==> src/rtl/uart_pkg.sv <==
// rtl/uart_pkg.sv - shared UART constants, FSM state encoding and parity helper.
package uart_pkg;

  localparam int OVERSAMPLE = 16;
  localparam int DATA_BITS  = 8;
  localparam int STATE_W    = 3;

  typedef enum logic [STATE_W-1:0] {
    ST_IDLE   = 3'd0,
    ST_START  = 3'd1,
    ST_DATA   = 3'd2,
    ST_STOP   = 3'd3,
    ST_PARITY = 3'd4
  } tx_state_e;

  function automatic logic even_parity(input logic [DATA_BITS-1:0] d);
    return ^d;
  endfunction

endpackage

==> src/rtl/uart_tx_drain_if.sv <==
// rtl/uart_tx_drain_if.sv - FIFO pop side and serial line of the UART transmitter.
interface uart_tx_drain_if;
  import uart_pkg::*;

  logic                 fifo_empty;
  logic [DATA_BITS-1:0] fifo_pop_data;
  logic                 fifo_pop;
  logic                 tx;
  logic                 tx_busy;
  logic                 tx_done;

  modport master (
    input  fifo_empty, fifo_pop_data,
    output fifo_pop, tx, tx_busy, tx_done
  );

  modport slave (
    output fifo_empty, fifo_pop_data,
    input  fifo_pop, tx, tx_busy, tx_done
  );

endinterface

==> src/rtl/uart_baud_tick.sv <==
// rtl/uart_baud_tick.sv - 16x oversample tick generator, counter parked at 0 while en is low.
module uart_baud_tick #(
  parameter int CLK_FREQ = 100_000_000,
  parameter int BAUD     = 9600
) (
  input  logic clk,
  input  logic rst,
  input  logic en,
  output logic tick
);
  import uart_pkg::*;

  localparam int DIV = CLK_FREQ / (BAUD * OVERSAMPLE);
  localparam int CW  = (DIV > 1) ? $clog2(DIV) : 1;
  localparam logic [CW-1:0] LAST = CW'(DIV - 1);

  logic [CW-1:0] cnt_q, cnt_d;

  always_comb begin
    tick  = en && (cnt_q == LAST);
    cnt_d = cnt_q;
    if (!en || tick) begin
      cnt_d = '0;
    end else begin
      cnt_d = cnt_q + 1'b1;
    end
  end

  always_ff @(posedge clk or posedge rst) begin
    if (rst) begin
      cnt_q <= '0;
    end else begin
      cnt_q <= cnt_d;
    end
  end

endmodule

==> src/rtl/uart_tx_drain.sv <==
// rtl/uart_tx_drain.sv - FIFO-draining 8N1 UART transmitter (8E1 when UART_TX_PARITY_EN is defined).
module uart_tx_drain #(
  parameter int CLK_FREQ = 100_000_000,
  parameter int BAUD     = 9600
) (
  input  logic               clk,
  input  logic               rst,
  uart_tx_drain_if.master    bus
);
  import uart_pkg::*;

  localparam int OS_W = $clog2(OVERSAMPLE);
  localparam int BI_W = $clog2(DATA_BITS);

  tx_state_e            state_q, state_d;
  logic [OS_W-1:0]      tick_cnt_q, tick_cnt_d;
  logic [BI_W-1:0]      bit_idx_q, bit_idx_d;
  logic [DATA_BITS-1:0] shift_q, shift_d;
  logic                 tx_q, tx_d;
  logic                 done_q, done_d;
  logic                 pop;
  logic                 tick;
  logic                 bit_end;
`ifdef UART_TX_PARITY_EN
  logic                 par_q, par_d;
`endif

  uart_baud_tick #(
    .CLK_FREQ (CLK_FREQ),
    .BAUD     (BAUD)
  ) u_baud (
    .clk  (clk),
    .rst  (rst),
    .en   (state_q != ST_IDLE),
    .tick (tick)
  );

  assign bit_end = tick && (tick_cnt_q == OS_W'(OVERSAMPLE - 1));

  always_comb begin
    state_d    = state_q;
    tick_cnt_d = tick_cnt_q;
    bit_idx_d  = bit_idx_q;
    shift_d    = shift_q;
    done_d     = 1'b0;
    pop        = 1'b0;
`ifdef UART_TX_PARITY_EN
    par_d      = par_q;
`endif
    if (tick) begin
      tick_cnt_d = tick_cnt_q + 1'b1;
    end

    case (state_q)
      ST_IDLE: begin
        tick_cnt_d = '0;
        bit_idx_d  = '0;
        // Pop is combinational so the head byte is captured on the same edge it leaves the FIFO.
        if (!bus.fifo_empty && !rst) begin
          pop     = 1'b1;
          shift_d = bus.fifo_pop_data;
`ifdef UART_TX_PARITY_EN
          par_d   = even_parity(bus.fifo_pop_data);
`endif
          state_d = ST_START;
        end
      end
      ST_START: begin
        if (bit_end) begin
          state_d   = ST_DATA;
          bit_idx_d = '0;
        end
      end
      ST_DATA: begin
        if (bit_end) begin
          shift_d   = shift_q >> 1;
          bit_idx_d = bit_idx_q + 1'b1;
          if (bit_idx_q == BI_W'(DATA_BITS - 1)) begin
`ifdef UART_TX_PARITY_EN
            state_d = ST_PARITY;
`else
            state_d = ST_STOP;
`endif
          end
        end
      end
`ifdef UART_TX_PARITY_EN
      ST_PARITY: begin
        if (bit_end) begin
          state_d = ST_STOP;
        end
      end
`endif
      ST_STOP: begin
        if (bit_end) begin
          done_d  = 1'b1;
          state_d = ST_IDLE;
        end
      end
      default: state_d = ST_IDLE;
    endcase

    // Line level follows the next state so tx changes on the same edge as the state.
    case (state_d)
      ST_START:  tx_d = 1'b0;
      ST_DATA:   tx_d = shift_d[0];
`ifdef UART_TX_PARITY_EN
      ST_PARITY: tx_d = par_q;
`endif
      default:   tx_d = 1'b1;
    endcase
  end

  always_ff @(posedge clk or posedge rst) begin
    if (rst) begin
      state_q    <= ST_IDLE;
      tick_cnt_q <= '0;
      bit_idx_q  <= '0;
      shift_q    <= '0;
      tx_q       <= 1'b1;
      done_q     <= 1'b0;
`ifdef UART_TX_PARITY_EN
      par_q      <= 1'b0;
`endif
    end else begin
      state_q    <= state_d;
      tick_cnt_q <= tick_cnt_d;
      bit_idx_q  <= bit_idx_d;
      shift_q    <= shift_d;
      tx_q       <= tx_d;
      done_q     <= done_d;
`ifdef UART_TX_PARITY_EN
      par_q      <= par_d;
`endif
    end
  end

  assign bus.fifo_pop = pop;
  assign bus.tx       = tx_q;
  assign bus.tx_busy  = (state_q != ST_IDLE);
  assign bus.tx_done  = done_q;

endmodule
==> src/flat_wrapper.sv <==
// flat-port wrapper written by rule: the top's interface ports become plain ports
module uart_tx_drain_flat import uart_pkg::*;
#(
  parameter int CLK_FREQ = 100_000_000,
  parameter int BAUD     = 9600
)
  (clk, rst, bus_fifo_empty, bus_fifo_pop_data, bus_fifo_pop, bus_tx, bus_tx_busy, bus_tx_done);
  uart_tx_drain_if bus_i ();
  input  logic clk;
  input  logic rst;
  input wire logic [$bits(bus_i.fifo_empty)-1:0] bus_fifo_empty;
  input wire logic [$bits(bus_i.fifo_pop_data)-1:0] bus_fifo_pop_data;
  output wire logic [$bits(bus_i.fifo_pop)-1:0] bus_fifo_pop;
  output wire logic [$bits(bus_i.tx)-1:0] bus_tx;
  output wire logic [$bits(bus_i.tx_busy)-1:0] bus_tx_busy;
  output wire logic [$bits(bus_i.tx_done)-1:0] bus_tx_done;
  assign bus_i.fifo_empty = bus_fifo_empty;
  assign bus_i.fifo_pop_data = bus_fifo_pop_data;
  assign bus_fifo_pop = bus_i.fifo_pop;
  assign bus_tx = bus_i.tx;
  assign bus_tx_busy = bus_i.tx_busy;
  assign bus_tx_done = bus_i.tx_done;
  uart_tx_drain #(.CLK_FREQ(CLK_FREQ), .BAUD(BAUD)) u_core (.clk(clk), .rst(rst), .bus(bus_i));
endmodule
==> config.mk <==
export PLATFORM = sky130hd
export DESIGN_NAME = uart_tx_drain_flat
export DESIGN_NICKNAME = d
export VERILOG_FILES = /design/src/rtl/uart_pkg.sv /design/src/rtl/uart_tx_drain_if.sv /design/src/rtl/uart_baud_tick.sv /design/src/rtl/uart_tx_drain.sv /design/src/flat_wrapper.sv
export SDC_FILE = /design/constraint.sdc
export NUM_CORES = 1
export LEC_CHECK = 0
export ABC_AREA = 1
export ABC_CLOCK_PERIOD_IN_PS = 2000
export BUFFER_PORTS_ARGS = -buffer_cell sky130_fd_sc_hd__buf_2
export CAP_MARGIN = 20
export CORE_MARGIN = 3
export CORE_UTILIZATION = 30
export DETAILED_ROUTE_END_ITERATION = 8
export PLACE_DENSITY = 0.43
export SETUP_SLACK_MARGIN = 0.05
export SLEW_MARGIN = 30
export SYNTH_ARGS = -nofsm -noshare
export SYNTH_HDL_FRONTEND = slang
export SYNTH_SLANG_ARGS = --single-unit
==> constraint.sdc <==
create_clock -name clk -period 2 [get_ports clk]
set_clock_uncertainty 0.15 [all_clocks]
set_input_delay 0.5 -clock clk [delete_from_list [all_inputs] [get_ports clk]]
set_output_delay 0.5 -clock clk [all_outputs]
set_load 0.02 [all_outputs]
# Word level (Yosys, flattened, before mapping)
# Index checks and enable logic that the tools add are counted.
# W data, S select, Z words.
# word_totals
regBits,30
inputBits,11
out_inout_bits,4
wordCells,56
# classes
reduce_logical,14
n_eq_ne,11
n_mux,20
add_sub_neg,3
# op_table
op,n
$mux W3,7
$mux W8,2
$pmux W8 S2,1
$pmux W3 S4,1
$add A10 B1 Y10 const B,1
$eq A10 B10 Y1 const B,1
$mux W10,1
$eq A3 B2 Y1 const B,3
$pmux W3 S3,1
$mux W4,2
$eq A3 B1 Y1 const B,2
$ne A2 B1 Y1 const B,3
$reduce_and A3 Y1,2
$reduce_bool A3 Y1,2
$add A4 B1 Y4 const B,1
$eq A4 B4 Y1 const B,1
$mux W1,4
$reduce_bool A2 Y1,2
$add A3 B1 Y3 const B,1
$eq A3 B3 Y1 const B,1
$logic_and A1 B1 Y1,3
$logic_not A1 Y1,3
$logic_not A3 Y1,1
$pmux W1 S2,1
$logic_or A1 B1 Y1,1

# Logic depth before layout (Yosys ltp)
# Gate-level depths: netlist of run 1.
# depth
depth_word,7
ltp_mapped,12
ltp_nobuf,12

# Modules after synthesis
# Synthesis of run 1 repeated with hierarchy kept, for this count alone.
# hier_totals
hier_cells,193
hier_area_um2,1612.8
# by_module_without_submodules
module,area_per_inst_um2,instances,cells_each,seq_area_each_um2
uart_tx_drain,1047.3,1,118,501.7
uart_baud_tick,565.5,1,75,250.2

# Worst setup path before layout of run 1
# OpenSTA, ideal clock, no wires.
# synth_timing
kind,flip-flop to flip-flop
start,register u_core.u_baud.cnt_q[0]
end,register u_core.tx_q (netlist: u_core.bus.tx)
period_less_slack_ns,1.749
path_slack_ns,0.251
arrival_ns,1.523
stages_incl_launch_ff,13
n_path_buf,1
t_required_ns,1.775
setup_ns,0.075
path_cell_list,dfrtp_1 inv_1 ha_1 nand2_1 nor2_1 inv_1 nor2_4 nand4_2 buf_6 nand3_4 nand2_4 nand3_2 nand2_1
# synth_via
word_cells_on_any_way,12
cone_classes,eq/ne (3); mux (7); reduce/logical (2)
# synth_lines
item,line_no,source
start: declaration,uart_baud_tick.sv:17,"logic [CW-1:0] cnt_q, cnt_d;"
start signal: assignment,uart_baud_tick.sv:33,cnt_q <= cnt_d;
$eq A10 B10 Y1,uart_baud_tick.sv:20,tick = en && (cnt_q == LAST);
$logic_and A1 B1 Y1,uart_baud_tick.sv:20,
$logic_and A1 B1 Y1,uart_tx_drain.sv:38,assign bit_end = tick && (tick_cnt_q == OS_W'(OVERSAMPLE - 1));
$mux W8,uart_tx_drain.sv:75,if (bit_end) begin
$pmux W8 S2,uart_tx_drain.sv:54,case (state_q)
via u_core.shift_d[0],uart_tx_drain.sv:18,"logic [DATA_BITS-1:0] shift_q, shift_d;"
$pmux W1 S2,uart_tx_drain.sv:104,case (state_d)
via u_core.tx_d,uart_tx_drain.sv:19,"logic tx_q, tx_d;"
end signal: assignment,uart_tx_drain.sv:130,tx_q <= tx_d;
end: declaration,uart_tx_drain.sv:19,
# The timed path passes the listed nets, and every way through them passes these cells. The select of a mux whose other input is x is not followed.
# A chain may end at the register's enable or synchronous reset.

# Final worst setup path of run 1
# layout_timing
start,register u_core.state_q[0]
end,output port bus_fifo_pop
# layout_via
elab_chain_len,2
# layout_lines
item,line_no,source
start: declaration,uart_tx_drain.sv:15,"tx_state_e state_q, state_d;"
start signal: assignment,uart_tx_drain.sv:126,state_q <= state_d;
$logic_not A3 Y1,uart_tx_drain.sv:54,
$mux W1,uart_tx_drain.sv:54,
end: declaration,flat_wrapper.sv:13,output wire logic [$bits(bus_i.fifo_pop)-1:0] bus_fifo_pop;
# No other way between the ends.

==> results.sh, run 1 <==
export IMPL_clk_pin_slew_ns=0.07
export IMPL_synth_area_leader_cell="dfrtp_1"
export IMPL_finalSetupTns_ns=0
export IMPL_clock_latency_ns=0.28
export IMPL_synth_fp_nets=202
export IMPL_syn_inst=186
export IMPL_hold_slack_ns=0.0648
export IMPL_power_density_nw_per_um2=845
export IMPL_power_mw=1.76
export IMPL_path_max_fanout=3
export IMPL_hold_buffers=0
export IMPL_io_buffer_count=14
export IMPL_totalWireLength_um=3920
export IMPL_clock_path_buffers=2
export IMPL_avgSynthCellArea_sq_um=8.83
export IMPL_rsz0062_at_grt="yes"
export IMPL_gr_total_overflow=0
export IMPL_crit_arrival_ns=1.23
export IMPL_status="finished clean"
export IMPL_cts_root_buf="clkbuf_8"
export IMPL_n_antenna_cell=0
export IMPL_numCtsBuffers=5
export IMPL_die_x_um=80.0
export IMPL_slew_viol_final=0
export IMPL_grt_pass1_wl_um=6510
export IMPL_remaining_drc_errors=0
export IMPL_max_freq_mhz=533
export IMPL_async_flop_share_pct=100
export IMPL_drt_first_pass_iters=4
export IMPL_end_kind="output pin"
export IMPL_drt_iter0_drc=52
export IMPL_p_leak_nw=0.999
export IMPL_yosys_area_top_type_share_pct=44.2
export IMPL_hpwl_um=2870
export IMPL_nNetsFinal=238
export IMPL_critPathKind="flop to output pin"
export IMPL_ioPinCount=15
export IMPL_finish_utilization_pct=40.0
export IMPL_setup_violations_final=0
export IMPL_fin_crit_ns=1.88
export IMPL_grt_max_degree=13
export IMPL_yosysSeqAreaShare_pct=45.8
export IMPL_htree_levels=2
export IMPL_antenna_found_initial=0
export IMPL_numPlacedInstances=276
export IMPL_worst_setup_path_start_kind="flop"
export IMPL_viasPerCell=4.69
export IMPL_ys_top_cells_by_area="dfrtp_1, nand2_1, inv_1, nor2_1, ha_1"
export IMPL_ys_flop_type="dfrtp_1"
export IMPL_worstPathRequired_ns=1.35
export IMPL_yosysWarnings=0
export IMPL_drt_wirelength_per_cell_um=13.4
export IMPL_hold_viol_final=0
export IMPL_core_area_sq_um=5200
export IMPL_ant_nets=0
export IMPL_drive_above_1_share_pct=34.5
export IMPL_grt_use_total_pct=13.4
export IMPL_instances_no_fill=293
export IMPL_synth_area_sq_um=1640
export IMPL_place_congestion=0.809
export IMPL_core_rowCount=26
export IMPL_irDropWorstVdd_v=0.000299
export IMPL_die_h_um=80.0
export IMPL_max_cap_viol_count=0
export IMPL_syn_to_final_growth_pct=26.7
export IMPL_dieArea_sq_um=6400
export IMPL_synth_enable_flop_cells=0
export IMPL_hp_class="input pin to async pin"
export IMPL_ys_ff_latch=30
export IMPL_route_vias_total=1373
export IMPL_layout_common_cells="dfrtp_1, nand2_1, inv_1"
export IMPL_synth_distinct_cells=35
export IMPL_grt_pass1_vias=1355
export IMPL_layout_commonest_cell="dfrtp_1"
export IMPL_cts_tree="yes"
export IMPL_period_share_pct=93.8
export IMPL_start_util_pct=31.5
export IMPL_clock_sinks=30
## where the power goes
part	total [mW]	internal [mW]	switching, mW
registers	0.779	0.705	0.0740
clock network	0.584	0.347	0.236
logic	0.395	0.163	0.232
## cells by family after synthesis
family	count (synthesis)	share of synthesized area, %
compound gates	28	11.2
fa+ha+maj	5	3.81
buf+inv	29	7.39
flops	30	45.8
mux	1	0.610
other cells	1	0.228
simple gates	92	30.9
## registers in the layout, summed over array words and instances (netlist names)
signal and flops:
u_core.bit_idx_q 3, u_core.bus.tx_done 1, u_core.bus.tx 1, u_core.state_q 3
u_core.u_baud.cnt_q 10, u_core.tick_cnt_q 4, u_core.shift_q 8
## layout make-up
| type | count | area (sq um) |
|---|---|---|
| Fill cell | 543 | 3130 |
| Tap cell | 70 | 87.6 |
| Timing Repair Buffer | 30 | 201 |
| Inverter | 28 | 113 |
| Sequential cell | 30 | 752 |
| Clock buffer | 8 | 110 |
| Multi-Input combinational cell | 127 | 816 |
## final timing paths
check	start	to	slack (ns)	cells after the start
hold reg to reg	u_core.u_baud.cnt_q[0]$_DFF_PP0_	u_core.u_baud.cnt_q[0]$_DFF_PP0_	0.34	1
max in group asynchronous	rst	u_core.bus.tx$_DFF_PP1_	1.06	3
setup reg to reg	u_core.u_baud.cnt_q[0]$_DFF_PP0_	u_core.tick_cnt_q[3]$_DFFE_PP0N_	0.13	9
min in group clk	bus_fifo_pop_data[7]	u_core.shift_q[7]$_DFFE_PP0P_	0.27	3
hold / removal	rst	u_core.bit_idx_q[1]$_DFFE_PP0P_	0.06	2
setup / recovery	u_core.state_q[0]$_DFF_PP0_	bus_fifo_pop	0.12	6
## through the flow
step / worst slack (ns) / cell area, sq um
CTS: 0.0720 / 2000
global placement: 0.130 / 1840
detailed placement: 0.0477 / 1840
global route: 0.0207 / 2080
floorplan: 0.251 / 1640
finish: 0.124 / 2080
## layer usage
layer / global-route usage [%] / routed length, um / vias to the layer above / share of wire (%)
li1: - / - / 680 / -
met3: 4.85 / 203 / 4 / 5.2
met1: 17.7 / 1880 / 658 / 48
met4: 5.74 / 37 / 0 / 0.94
met5: 0 / 0 / - / 0
met2: 19.5 / 1800 / 31 / 46
## worst max-delay path, cell delays in order (launching register included)
cell and delay (ns):
dfrtp_1 0.42, nor2_4 0.16, nand2_4 0.07, inv_4 0.06
nand2_4 0.06, inv_4 0.07, buf_6 0.11
## synthesized netlist by cell type (all sizes together), types with 2 or more instances
cell type  count
a21oi          7
o211ai         2
o21ai         10
nand4          4
nor3           9
a22oi          4
o21a           3
nand3         13
nor2          28
nand2         34
inv           28
dfrtp         29
ha             5
## timing repair
item                                    4_1_cts  5_1_grt
endpoints found under the setup margin        5       16
pin swaps                                     2        5
gates cloned                                  0        1
buffers inserted                              4        4
gates resized for setup                       5       14
Note: power is estimated with default switching activity, not from simulation.
==> run 2, diff against run 1 <==
- ABC_CLOCK_PERIOD_IN_PS: 2000 -> 2400
- SETUP_SLACK_MARGIN: 0.05 -> 0.2
- clock period: 2 -> 2.4 ns (I/O delays scaled with it)
==> results.sh, run 2 (synthesized netlist as in run 1, its figures left out) <==
export IMPL_cts_root_buf="clkbuf_8"
export IMPL_clk_pin_slew_ns=0.07
export IMPL_clock_sinks=30
export IMPL_dieArea_sq_um=6400
export IMPL_ioPinCount=15
export IMPL_numPlacedInstances=272
export IMPL_largest_register_ffs=10
export IMPL_worst_setup_path_start_kind="flop"
export IMPL_multi_input_area_sq_um=771
export IMPL_drive_above_1_share_pct=26.8
export IMPL_period_share_pct=90.5
export IMPL_instances_no_fill=283
export IMPL_finalSetupTns_ns=0
export IMPL_max_cap_viol_count=0
export IMPL_core_rowCount=26
export IMPL_viasPerCell=4.59
export IMPL_final_area_sq_um=1950
export IMPL_hp_class="input pin to async pin"
export IMPL_cp_buffers_inverters=3
export IMPL_start_util_pct=31.5
export IMPL_slowest_stage="dfrtp_1"
export IMPL_postLayoutSetupSlackWorst_ns=0.227
export IMPL_core_area_sq_um=5200
export IMPL_fin_crit_ns=2.17
export IMPL_n_antenna_cell=0
export IMPL_hold_slack_ns=0.245
export IMPL_slowest_delay_ns=0.42
export IMPL_power_mw=1.43
export IMPL_regArea_sq_um=752
export IMPL_layout_commonest_cell="dfrtp_1"
export IMPL_die_x_um=80.0
export IMPL_grt_pass1_vias=1240
export IMPL_postPlaceCellArea_sq_um=1810
export IMPL_gr_total_overflow=0
export IMPL_remaining_drc_errors=0
export IMPL_place_congestion=0.838
export IMPL_hold_viol_final=0
export IMPL_grt_max_degree=31
export IMPL_layout_common_cells="dfrtp_1, nand2_1, inv_1"
export IMPL_top_register="u_core.u_baud.cnt_q"
export IMPL_end_kind="output pin"
export IMPL_clock_latency_ns=0.28
export IMPL_hpwl_um=2520
export IMPL_irDropWorstVdd_v=0.000221
export IMPL_ant_nets=0
export IMPL_cts_tree="yes"
export IMPL_syn_to_final_growth_pct=18.6
export IMPL_antenna_found_initial=0
export IMPL_totalWireLength_um=3350
export IMPL_clock_path_buffers=2
export IMPL_path_cells="nor2_4 -> nand2_4 -> inv_4 -> nand2_4 -> inv_6 -> buf_4"
export IMPL_drt_wirelength_per_cell_um=11.8
export IMPL_drt_first_pass_iters=4
export IMPL_critPathKind="flop to output pin"
export IMPL_power_density_nw_per_um2=734
export IMPL_fillers=542
export IMPL_worstPathRequired_ns=1.65
export IMPL_crit_family="flip-flops"
export IMPL_crit_top_cell="nand2_4"
export IMPL_slew_viol_final=0
export IMPL_numCtsBuffers=5
export IMPL_finish_utilization_pct=37.4
export IMPL_grt_use_total_pct=12.2
export IMPL_grt_pass1_wl_um=5990
export IMPL_crit_arrival_ns=1.42
export IMPL_nNetsFinal=228
export IMPL_die_h_um=80.0
export IMPL_path_max_fanout=10
export IMPL_status="finished clean"
export IMPL_route_vias_total=1299
export IMPL_max_freq_mhz=460
export IMPL_place_ws_ns=0.326
export IMPL_htree_levels=2
export IMPL_reg_largest_list="u_core.u_baud.cnt_q: 10 flops, u_core.shift_q: 8 flops, u_core.tick_cnt_q: 4 flops"
export IMPL_hold_buffers=0
export IMPL_drt_iter0_drc=81
export IMPL_rsz0062_at_grt="yes"
export IMPL_setup_violations_final=0
export IMPL_io_buffer_count=14
export IMPL_p_leak_nw=0.949
[run 2: cell count changes in the layout (fill, tap and decap cells not counted), sizes merged]
cell / previous run / this run
clkbuf: 8 / 7
buf: 30 / 20
bufinv: 0 / 1
[run 2: tightest hold or removal path, stage by stage]
cell	delay, ns
buf_2	0.10
inv_1	0.04
buf_4	0.34
[run 2: final timing paths]
kind / startpoint / to / slack (ns) / cells past startpoint
worst max-delay path: u_core.state_q[0]$_DFF_PP0_ / bus_fifo_pop / 0.23 / 6
worst min register to register: u_core.u_baud.cnt_q[0]$_DFF_PP0_ / u_core.u_baud.cnt_q[0]$_DFF_PP0_ / 0.31 / 1
max in group asynchronous: rst / u_core.bus.tx$_DFF_PP1_ / 1.54 / 3
worst min-delay path: rst / u_core.bus.tx_done$_DFF_PP0_ / 0.25 / 3
worst max register to register: u_core.u_baud.cnt_q[0]$_DFF_PP0_ / u_core.shift_q[5]$_DFFE_PP0P_ / 0.40 / 11
min in group clk: u_core.u_baud.cnt_q[0]$_DFF_PP0_ / u_core.u_baud.cnt_q[0]$_DFF_PP0_ / 0.31 / 1
[run 2: area by class of cell]
cell class	instances	area share, %
timing repair buffer	20	6.04
tap	70	4.50
clock inverter	1	1.54
inverter	28	5.78
sequential	30	38.6
clock buffer	7	3.92
multi-input combinational	127	39.6
[run 2: metal layers]
metal,vias to the layer above,GRT usage [%],routed length [um]
met4,0,5.07,56
met5,-,0,0
met2,24,17.0,1430
met3,6,3.95,175
met1,608,17.3,1690
li1,661,-,-
[run 2: power by group]
group | leakage, nW | total, mW | internal [mW] | switching [mW]
sequential | 0.396 | 0.645 | 0.588 | 0.0573
combinational | 0.500 | 0.286 | 0.109 | 0.177
clock | 0.0524 | 0.499 | 0.310 | 0.189
[run 2: timing repair]
action | CTS | global route
buffers inserted | 2 | 1
setup endpoints to repair | 1 | 6
resized for setup | 3 | 1
pin swaps | 1 | 1
==> run 3, diff against run 2 <==
- CORE_MARGIN: 3 -> 2
- CORE_UTILIZATION: 30 -> 55
- PLACE_DENSITY: 0.43 -> 0.72
==> results.sh, run 3 (synthesized netlist as in run 1, its figures left out) <==
export IMPL_clk_pin_slew_ns=0.10
export IMPL_hold_viol_final=0
export IMPL_rsz0062_at_grt="yes"
export IMPL_die_x_um=58.6
export IMPL_core_rowCount=19
export IMPL_grt_pass1_wl_um=5660
export IMPL_slew_viol_final=0
export IMPL_die_h_um=58.6
export IMPL_worst_path_stages=6
export IMPL_slowest_delay_ns=0.43
export IMPL_largest_register_ffs=10
export IMPL_antenna_found_initial=0
export IMPL_hold_buffers=0
export IMPL_clock_latency_ns=0.33
export IMPL_viasPerCell=5.31
export IMPL_critPathKind="flop to output pin"
export IMPL_start_util_pct=58.5
export IMPL_clock_sinks=30
export IMPL_period_share_pct=91.2
export IMPL_drt_first_pass_iters=4
export IMPL_io_buffer_count=14
export IMPL_grt_use_total_pct=22.2
export IMPL_fin_crit_ns=2.19
export IMPL_path_max_fanout=9
export IMPL_crit_family="flip-flops"
export IMPL_drive_above_1_share_pct=29.8
export IMPL_setup_violations_final=0
export IMPL_hp_class="input pin to async pin"
export IMPL_postPlaceCellArea_sq_um=1750
export IMPL_clock_path_buffers=2
export IMPL_layout_commonest_cell="dfrtp_1"
export IMPL_cp_buffers_inverters=3
export IMPL_ioPinCount=15
export IMPL_layout_common_cells="dfrtp_1, nand2_1, inv_1"
export IMPL_status="finished clean"
export IMPL_drt_iter0_drc=47
export IMPL_final_area_sq_um=1910
export IMPL_place_congestion=0.842
export IMPL_grt_pass1_vias=1337
export IMPL_grt_max_degree=31
export IMPL_drt_wirelength_per_cell_um=12.9
export IMPL_r2r_cells=11
export IMPL_p_leak_nw=0.947
export IMPL_hpwl_um=2210
export IMPL_path_cells="nor2_4 -> nand2_4 -> inv_4 -> nand2_8 -> inv_6 -> buf_4"
export IMPL_cts_root_buf="clkbuf_4"
export IMPL_max_cap_viol_count=0
export IMPL_gr_total_overflow=0
export IMPL_remaining_drc_errors=0
export IMPL_worstPathRequired_ns=1.65
export IMPL_nNetsFinal=233
export IMPL_route_vias_total=1321
export IMPL_worst_setup_path_start_kind="flop"
export IMPL_core_area_sq_um=2810
export IMPL_crit_arrival_ns=1.44
export IMPL_numCtsBuffers=5
export IMPL_ant_nets=0
export IMPL_dieArea_sq_um=3440
export IMPL_top_register="u_core.u_baud.cnt_q"
export IMPL_irDropWorstVdd_v=0.000476
export IMPL_slowest_stage="dfrtp_1"
export IMPL_totalWireLength_um=3220
export IMPL_max_freq_mhz=457
export IMPL_n_antenna_cell=0
export IMPL_cts_tree="yes"
export IMPL_power_density_nw_per_um2=666
export IMPL_finalSetupTns_ns=0
export IMPL_end_kind="output pin"
export IMPL_reg_largest_list="u_core.u_baud.cnt_q: 10 flops, u_core.shift_q: 8 flops, u_core.tick_cnt_q: 4 flops"
export IMPL_syn_to_final_growth_pct=16.5
export IMPL_htree_levels=2
export IMPL_fillers=224
==> run 3: what timing repair did <==
| item | CTS | global route |
|---|---|---|
| endpoints found under the hold margin | 0 | 0 |
| setup buffers | 4 | 5 |
| resized for setup | 3 | 5 |
| pin swaps | 2 | 2 |
| setup endpoints to repair | 1 | 8 |
==> run 3: tightest hold or removal path: stages <==
cell,delay (ns)
buf_2,0.10
inv_1,0.04
buf_4,0.33
==> run 3: routing by layer <==
layer  up-vias  wire, um  global-route usage, %  share of wire [%]
li1        668         -                      -                  -
met5         -         0                      0                  0
met2        35      1470                   31.9                 46
met4         0        61                   11.0                1.9
met3         9       184                   8.35                5.7
met1       609      1510                   29.6                 47
==> run 3: cell type report <==
cell class                 count  area (sq um)  share of cell area, %
clock buffer                   7          55.1                   2.88
sequential                    30           752                   39.3
tap                           31          38.8                   2.03
clock inverter                 1          5.00                  0.262
multi-input combinational    127           793                   41.5
timing repair buffer          25           155                   8.12
inverter                      28           113                   5.89
==> run 3: power breakdown <==
group / internal (mW) / total (mW) / switching [mW] / leakage, nW
registers: 0.587 / 0.642 / 0.0557 / 0.396
logic: 0.126 / 0.313 / 0.187 / 0.516
clock network: 0.142 / 0.318 / 0.176 / 0.0353
==> run 3: final timing paths <==
check,startpoint,endpoint,slack (ns)
worst max-delay path,u_core.state_q[0]$_DFF_PP0_,bus_fifo_pop,0.21
worst min-delay path,rst,u_core.shift_q[0]$_DFF_PP0_,0.17
worst max register to register,u_core.u_baud.cnt_q[0]$_DFF_PP0_,u_core.shift_q[1]$_DFFE_PP0P_,0.37
worst min register to register,u_core.u_baud.cnt_q[0]$_DFF_PP0_,u_core.u_baud.cnt_q[0]$_DFF_PP0_,0.32
max in group asynchronous,rst,u_core.bus.tx$_DFF_PP1_,1.61
min in group clk,u_core.u_baud.cnt_q[0]$_DFF_PP0_,u_core.u_baud.cnt_q[0]$_DFF_PP0_,0.32
==> run 3: metrics by stage <==
stage | setup WS (ns) | cells | hold slack [ns] | total power [mW] | util [%]
after floorplan | 0.640 | 186 | 0.282 | 0.850 | -
after global placement | 0.323 | 232 | 0.298 | 0.914 | 62.5
after detailed placement | 0.305 | 232 | 0.305 | 0.919 | 62.5
after CTS | 0.217 | 244 | 0.183 | 1.25 | 65.9
after global routing | 0.144 | 249 | 0.208 | 1.35 | 68.2
final | 0.212 | 249 | 0.174 | 1.27 | 68.2
